## src/rtl/iomem_initiator_if.sv

```systemverilog
// Command, response and iomem bus signals of the iomem initiator, bundled as one interface.
// master is the initiator's view; slave is the view of whoever sits on the other ends.
interface iomem_initiator_if;
    logic        cmd_valid;
    logic        cmd_ready;
    logic        cmd_write;
    logic [31:0] cmd_addr;
    logic [31:0] cmd_wdata;
    logic [3:0]  cmd_wstrb;

    logic        rsp_valid;
    logic        rsp_ready;
    logic [31:0] rsp_rdata;
    logic        rsp_err;

    logic        iomem_valid;
    logic        iomem_ready;
    logic [3:0]  iomem_wstrb;
    logic [31:0] iomem_addr;
    logic [31:0] iomem_wdata;
    logic [31:0] iomem_rdata;

    modport master (
        input  cmd_valid, cmd_write, cmd_addr, cmd_wdata, cmd_wstrb,
        output cmd_ready,
        output rsp_valid, rsp_rdata, rsp_err,
        input  rsp_ready,
        output iomem_valid, iomem_wstrb, iomem_addr, iomem_wdata,
        input  iomem_ready, iomem_rdata
    );

    modport slave (
        output cmd_valid, cmd_write, cmd_addr, cmd_wdata, cmd_wstrb,
        input  cmd_ready,
        input  rsp_valid, rsp_rdata, rsp_err,
        output rsp_ready,
        input  iomem_valid, iomem_wstrb, iomem_addr, iomem_wdata,
        output iomem_ready, iomem_rdata
    );
endinterface

```

## src/rtl/iomem_initiator.sv

```systemverilog
// Single-outstanding bus master for the iomem peripheral bus (command in, response out).
// Define IOMEM_INITIATOR_TIMEOUT_EN to abort requests left unanswered for TIMEOUT_CYCLES.
module iomem_initiator #(
    parameter int TIMEOUT_CYCLES = 255,
    parameter int CNT_W          = 16
) (
    input  logic              clk,
    input  logic              resetn,
    iomem_initiator_if.master bus,
    output logic              busy,
    output logic [CNT_W-1:0]  txn_count
);
    // state | meaning
    // IDLE  | cmd_ready high, waiting for a command
    // BUS   | iomem_valid high, waiting for iomem_ready (or timeout)
    // RESP  | rsp_valid high, waiting for rsp_ready
    typedef enum logic [1:0] {
        IDLE = 2'd0,
        BUS  = 2'd1,
        RESP = 2'd2
    } state_t;

    if (TIMEOUT_CYCLES < 1 || TIMEOUT_CYCLES > 65535) begin : g_bad_timeout
        $error("iomem_initiator: TIMEOUT_CYCLES must be within 1..65535");
    end

    state_t           state_q, state_d;
    logic [31:0]      addr_q, addr_d;
    logic [31:0]      wdata_q, wdata_d;
    logic [3:0]       wstrb_q, wstrb_d;
    logic             write_q, write_d;
    logic             req_q, req_d;
    logic             rsp_valid_q, rsp_valid_d;
    logic [31:0]      rsp_rdata_q, rsp_rdata_d;
    logic [CNT_W-1:0] txn_q, txn_d;

`ifdef IOMEM_INITIATOR_TIMEOUT_EN
    localparam logic [15:0] TIMEOUT_TC = 16'(TIMEOUT_CYCLES);
    logic             rsp_err_q, rsp_err_d;
    logic [15:0]      wait_q, wait_d;
`endif

    always_ff @(posedge clk or negedge resetn) begin
        if (!resetn) begin
            state_q     <= IDLE;
            addr_q      <= '0;
            wdata_q     <= '0;
            wstrb_q     <= '0;
            write_q     <= 1'b0;
            req_q       <= 1'b0;
            rsp_valid_q <= 1'b0;
            rsp_rdata_q <= '0;
            txn_q       <= '0;
`ifdef IOMEM_INITIATOR_TIMEOUT_EN
            rsp_err_q   <= 1'b0;
            wait_q      <= '0;
`endif
        end else begin
            state_q     <= state_d;
            addr_q      <= addr_d;
            wdata_q     <= wdata_d;
            wstrb_q     <= wstrb_d;
            write_q     <= write_d;
            req_q       <= req_d;
            rsp_valid_q <= rsp_valid_d;
            rsp_rdata_q <= rsp_rdata_d;
            txn_q       <= txn_d;
`ifdef IOMEM_INITIATOR_TIMEOUT_EN
            rsp_err_q   <= rsp_err_d;
            wait_q      <= wait_d;
`endif
        end
    end

    always_comb begin
        state_d     = state_q;
        addr_d      = addr_q;
        wdata_d     = wdata_q;
        wstrb_d     = wstrb_q;
        write_d     = write_q;
        req_d       = req_q;
        rsp_valid_d = rsp_valid_q;
        rsp_rdata_d = rsp_rdata_q;
        txn_d       = txn_q;
`ifdef IOMEM_INITIATOR_TIMEOUT_EN
        rsp_err_d   = rsp_err_q;
        wait_d      = wait_q;
`endif
        case (state_q)
            IDLE: begin
                if (bus.cmd_valid) begin
                    addr_d  = bus.cmd_addr;
                    wdata_d = bus.cmd_wdata;
                    wstrb_d = bus.cmd_write ? bus.cmd_wstrb : 4'b0000;
                    write_d = bus.cmd_write;
                    req_d   = 1'b1;
                    state_d = BUS;
`ifdef IOMEM_INITIATOR_TIMEOUT_EN
                    wait_d  = '0;
`endif
                end
            end
            BUS: begin
                if (bus.iomem_ready) begin
                    // a write issued with no strobes reads on the bus, but still reports 0
                    rsp_rdata_d = write_q ? 32'h0 : bus.iomem_rdata;
                    rsp_valid_d = 1'b1;
                    req_d       = 1'b0;
                    txn_d       = txn_q + 1'b1;
                    state_d     = RESP;
`ifdef IOMEM_INITIATOR_TIMEOUT_EN
                    rsp_err_d   = 1'b0;
                end else if (wait_q == TIMEOUT_TC) begin
                    rsp_rdata_d = 32'h0;
                    rsp_err_d   = 1'b1;
                    rsp_valid_d = 1'b1;
                    req_d       = 1'b0;
                    txn_d       = txn_q + 1'b1;
                    state_d     = RESP;
                end else begin
                    wait_d      = wait_q + 16'd1;
`endif
                end
            end
            RESP: begin
                if (bus.rsp_ready) begin
                    rsp_valid_d = 1'b0;
                    state_d     = IDLE;
                end
            end
            default: begin
                state_d = IDLE;
            end
        endcase
    end

    assign bus.cmd_ready   = (state_q == IDLE);
    assign bus.iomem_valid = req_q;
    assign bus.iomem_addr  = addr_q;
    assign bus.iomem_wdata = wdata_q;
    assign bus.iomem_wstrb = wstrb_q;
    assign bus.rsp_valid   = rsp_valid_q;
    assign bus.rsp_rdata   = rsp_rdata_q;
`ifdef IOMEM_INITIATOR_TIMEOUT_EN
    assign bus.rsp_err     = rsp_err_q;
`else
    assign bus.rsp_err     = 1'b0;
`endif
    assign busy            = (state_q != IDLE);
    assign txn_count       = txn_q;
endmodule
```

## src/flat_wrapper.sv

```systemverilog
// flat-port wrapper written by rule: the top's interface ports become plain ports
module iomem_initiator_flat 
#(
    parameter int TIMEOUT_CYCLES = 255,
    parameter int CNT_W          = 16
)
  (clk, resetn, busy, txn_count, bus_cmd_valid, bus_cmd_write, bus_cmd_addr, bus_cmd_wdata, bus_cmd_wstrb, bus_cmd_ready, bus_rsp_valid, bus_rsp_rdata, bus_rsp_err, bus_rsp_ready, bus_iomem_valid, bus_iomem_wstrb, bus_iomem_addr, bus_iomem_wdata, bus_iomem_ready, bus_iomem_rdata);
  iomem_initiator_if bus_i ();
  input  logic clk;
  input  logic resetn;
  output logic busy;
  output logic [CNT_W-1:0] txn_count;
  input wire logic [$bits(bus_i.cmd_valid)-1:0] bus_cmd_valid;
  input wire logic [$bits(bus_i.cmd_write)-1:0] bus_cmd_write;
  input wire logic [$bits(bus_i.cmd_addr)-1:0] bus_cmd_addr;
  input wire logic [$bits(bus_i.cmd_wdata)-1:0] bus_cmd_wdata;
  input wire logic [$bits(bus_i.cmd_wstrb)-1:0] bus_cmd_wstrb;
  output wire logic [$bits(bus_i.cmd_ready)-1:0] bus_cmd_ready;
  output wire logic [$bits(bus_i.rsp_valid)-1:0] bus_rsp_valid;
  output wire logic [$bits(bus_i.rsp_rdata)-1:0] bus_rsp_rdata;
  output wire logic [$bits(bus_i.rsp_err)-1:0] bus_rsp_err;
  input wire logic [$bits(bus_i.rsp_ready)-1:0] bus_rsp_ready;
  output wire logic [$bits(bus_i.iomem_valid)-1:0] bus_iomem_valid;
  output wire logic [$bits(bus_i.iomem_wstrb)-1:0] bus_iomem_wstrb;
  output wire logic [$bits(bus_i.iomem_addr)-1:0] bus_iomem_addr;
  output wire logic [$bits(bus_i.iomem_wdata)-1:0] bus_iomem_wdata;
  input wire logic [$bits(bus_i.iomem_ready)-1:0] bus_iomem_ready;
  input wire logic [$bits(bus_i.iomem_rdata)-1:0] bus_iomem_rdata;
  assign bus_i.cmd_valid = bus_cmd_valid;
  assign bus_i.cmd_write = bus_cmd_write;
  assign bus_i.cmd_addr = bus_cmd_addr;
  assign bus_i.cmd_wdata = bus_cmd_wdata;
  assign bus_i.cmd_wstrb = bus_cmd_wstrb;
  assign bus_cmd_ready = bus_i.cmd_ready;
  assign bus_rsp_valid = bus_i.rsp_valid;
  assign bus_rsp_rdata = bus_i.rsp_rdata;
  assign bus_rsp_err = bus_i.rsp_err;
  assign bus_i.rsp_ready = bus_rsp_ready;
  assign bus_iomem_valid = bus_i.iomem_valid;
  assign bus_iomem_wstrb = bus_i.iomem_wstrb;
  assign bus_iomem_addr = bus_i.iomem_addr;
  assign bus_iomem_wdata = bus_i.iomem_wdata;
  assign bus_i.iomem_ready = bus_iomem_ready;
  assign bus_i.iomem_rdata = bus_iomem_rdata;
  iomem_initiator #(.TIMEOUT_CYCLES(TIMEOUT_CYCLES), .CNT_W(CNT_W)) u_core (.clk(clk), .resetn(resetn), .bus(bus_i), .busy(busy), .txn_count(txn_count));
endmodule
```

## config.mk

```make
export PLATFORM = sky130hd
export DESIGN_NAME = iomem_initiator_flat
export DESIGN_NICKNAME = d
export VERILOG_FILES = /design/src/rtl/iomem_initiator_if.sv /design/src/rtl/iomem_initiator.sv /design/src/flat_wrapper.sv
export SDC_FILE = /design/constraint.sdc
export NUM_CORES = 1
export LEC_CHECK = 0
export BUFFER_PORTS_ARGS = -buffer_cell sky130_fd_sc_hd__buf_4
export CAP_MARGIN = 10
export CELL_PAD_IN_SITES_DETAIL_PLACEMENT = 0
export CELL_PAD_IN_SITES_GLOBAL_PLACEMENT = 1
export CORE_MARGIN = 2
export CORE_UTILIZATION = 36
export DETAILED_ROUTE_END_ITERATION = 7
export HOLD_SLACK_MARGIN = 0.15
export PLACE_DENSITY = 0.95
export SLEW_MARGIN = 20
export SYNTH_ARGS = -nofsm -noshare
export SYNTH_HDL_FRONTEND = slang
export SYNTH_SLANG_ARGS = --single-unit
export TNS_END_PERCENT = 10
```

## constraint.sdc

```tcl
create_clock -name clk -period 3.72 [get_ports clk]
set_clock_uncertainty 0.05 [all_clocks]
set_input_delay 0.744 -clock clk [delete_from_list [all_inputs] [get_ports clk]]
set_output_delay 0.744 -clock clk [all_outputs]
set_load 0.02 [all_outputs]
```

==> results.cfg <==
[status]
status = completed

[grt]
grt_usage = 0.178
grt_util_met1 = 0.209
antenna_found_initial = 0
grt_most_used_layer = met2
grtUsageMet2 = 0.292
grt_pass1_vias = 4319
grt_pass1_wl_um = 20200
grt_overflow_total = 0
met3_usage = 0.0608
grt_max_degree = 72

[clock_network]
ctsRootBufferMaster = clkbuf_16
worstSkewPairLatency_ns = 0.40
hold_buffers = 0
cts-resized-gates = 0
clkSinkCount = 121
cts.clk_slew.worst_paths_ns = 0.05
cts_max_level = 4
cts_buffers = 17
post-cts-setup-buffers = 0
clock_path_buffers = 2
cts_tree = yes

[drt]
wire_per_inst_um = 13.4
viasPerCell = 4.54
vias = 4195
drtAntennaViolNets = 0
drtIter0Drc = 222
drc = 0
drt-total-wl_um = 12400
first_pass_iters = 4

[critical_path]
worstSetupStartpointType = flop
crit_fanout = 7
r2r_cells = 5
r2r_start = u_core.state_q[0]
cp.arrival_ns = 1.34
critPathRequiredTime_ns = 2.93
reg2reg_slack_ns = 1.65
timing.rr.end = u_core.bus.iomem_wdata[13]
endpoint_kind = primary output
criticalPathCategory = reg2out

[placed_design]
place_congestion = 0.769
io_buffers = 225
hpwl_um = 8890

[timing]
hold_viol_final = 0
worstMarginPinSlew_ns = 0.751
fin_setup_tns_ns = 0
max_freq_mhz = 468
fin_hold_ws_ns = 0.288
drv_slew = 0
finalWorstPathRequiredPeriod_ns = 2.14
period_share = 0.574
setup_viol = 0
rsz0062_at_grt = no
relSlewSlack = 0.499

[power]
swShare = 0.376
p_comb_frac = 0.404
total_leakage_power_nw = 3.95
seqPwrFrac = 0.342
power_mw = 6.70
intPower_mw = 4.18
p_per_area_nw_per_um2 = 921
p_switching_mw = 2.52
vdd_drop_max_mv = 0.424
clkPwrFrac = 0.254

[floorplan]
start_util = 0.366
core_um2 = 13100
die_h_um = 120
rows = 42
pin_count = 227
die_area_um2 = 14300
die_width_um = 120

[cells_and_area]
area_growth_pct = 50.9
insertedDiodeCount = 0
layout-drive-gt1-share = 0.352
fin_nets = 844

[synthesis]
seq_area_frac_synth = 0.629
ys_types = 26
synth.avg_cell_area_um2 = 9.35
synth.cell_area_um2 = 4810
netlist_instances = 515
synth_nets = 622
yosys_warnings = 0
synth_seq_cells = 121

[run]
drv_cap = 0

[min_path]
hp-class = in2async
==> cell families (layout without fill, tap and decap cells) <==
kind of cell / Yosys count / count (layout) / synth area share
and+or+nand+nor: 312 / 312 / 0.275
other: 1 / 1 / 0.000779
xor gates and xnor gates: 15 / 15 / 0.0273
AOI/OAI and AO/OA: 36 / 36 / 0.0374
buffers and inverters: 29 / 263 / 0.0278
DFF: 121 / 121 / 0.629
adders and majority gates: 1 / 1 / 0.00260
==> worst max-delay path, cell delays in order (launching register included) <==
cell and delay [ns]:
dfrtp_1 0.45, nor2_1 0.26, inv_1 0.07, buf_4 0.16
==> stage by stage <==
step / util / instances / worst slack (ns) / instance area, um^2
after floorplan: - / 515 / 1.89 / 4810
after global placement: 0.506 / 894 / 1.40 / 6650
after detailed placement: 0.506 / 894 / 1.33 / 6650
after CTS: 0.553 / 925 / 1.56 / 7270
after global routing: 0.553 / 925 / 1.41 / 7270
final: 0.553 / 925 / 1.58 / 7270
==> Yosys cell counts <==
cell,count,share of area
ha_1,1,0.0026
or2_1,1,0.0013
nand2b_1,32,0.042
and2_1,2,0.0026
a21oi_1,1,0.0010
nor3_1,1,0.0010
inv_1,3,0.0023
xor2_1,4,0.0073
nor2_1,8,0.0062
nand4_2,1,0.0026
dfrtp_1,121,0.63
nand4_1,4,0.0052
nand2_1,248,0.19
nand3_1,10,0.010
and4_1,1,0.0018
and3_1,1,0.0013
nor2_2,1,0.0013
clkbuf_1,15,0.012
o21ai_0,35,0.036
nor3_2,1,0.0021
buf_6,1,0.0023
xnor2_1,11,0.020
buf_2,8,0.0083
nand3b_4,1,0.0042
buf_4,2,0.0031
conb_1,1,0.00078
==> power groups by stage <==
stage	registers (mW)	logic, mW	clock network [mW]
finish	2.29	2.70	1.70
global placement	2.27	2.68	0
global route	2.37	2.95	1.81
detailed placement	2.31	2.74	0
floorplan	2.92	0.842	0
CTS	2.30	2.75	1.74
==> area by class of cell <==
type | count | area (um^2)
flip-flops and latches | 121 | 3030
inverters | 3 | 11.3
repair buffers | 229 | 1730
well taps | 176 | 220
fillers | 1185 | 5870
clock buffers | 22 | 474
multi-input cells | 365 | 1660
clock inverters | 9 | 145
==> worst max path at each step <==
stage | from | endpoint | depth (start not counted) | slack, ns
after global routing | u_core.state_q[0] | u_core.bus.iomem_wdata[8] | 5 | 1.41
after global placement | bus_iomem_ready | u_core.txn_count[10] | 5 | 1.40
after detailed placement | bus_iomem_ready | u_core.txn_count[7] | 5 | 1.33
after floorplan | u_core.state_q[0] | busy | 2 | 1.89
after CTS | u_core.state_q[0] | busy | 3 | 1.56
final | u_core.state_q[0] | busy | 3 | 1.58
==> registers in the layout (all words and copies together), names as in the netlist <==
name and count:
u_core.bus.iomem_addr 32, u_core.bus.iomem_valid 1, u_core.bus.iomem_wdata 32, u_core.bus.iomem_wstrb 4, u_core.bus.rsp_rdata 32, u_core.bus.rsp_valid 1, u_core.state_q 2, u_core.txn_count 16
u_core.write_q 1
==> layout by cell type, fill, tap and decap left out, drive strengths merged <==
master / instances
a21oi: 1
and2: 2
and3: 1
and4: 1
buf: 229
bufinv: 4
clkbuf: 22
clkinv: 5
conb: 1
dfrtp: 121
ha: 1
inv: 3
nand2: 248
nand2b: 32
nand3: 10
nand3b: 1
nand4: 5
nor2: 9
nor3: 2
o21ai: 35
or2: 1
xnor2: 11
xor2: 4
==> per-layer routing <==
metal / routed length, um / up-vias
met5: 0 / -
met4: 416 / 0
met3: 964 / 31
met2: 5950 / 169
met1: 5040 / 1946
li1: - / 2049
Note: power is estimated with default switching activity, not from simulation.
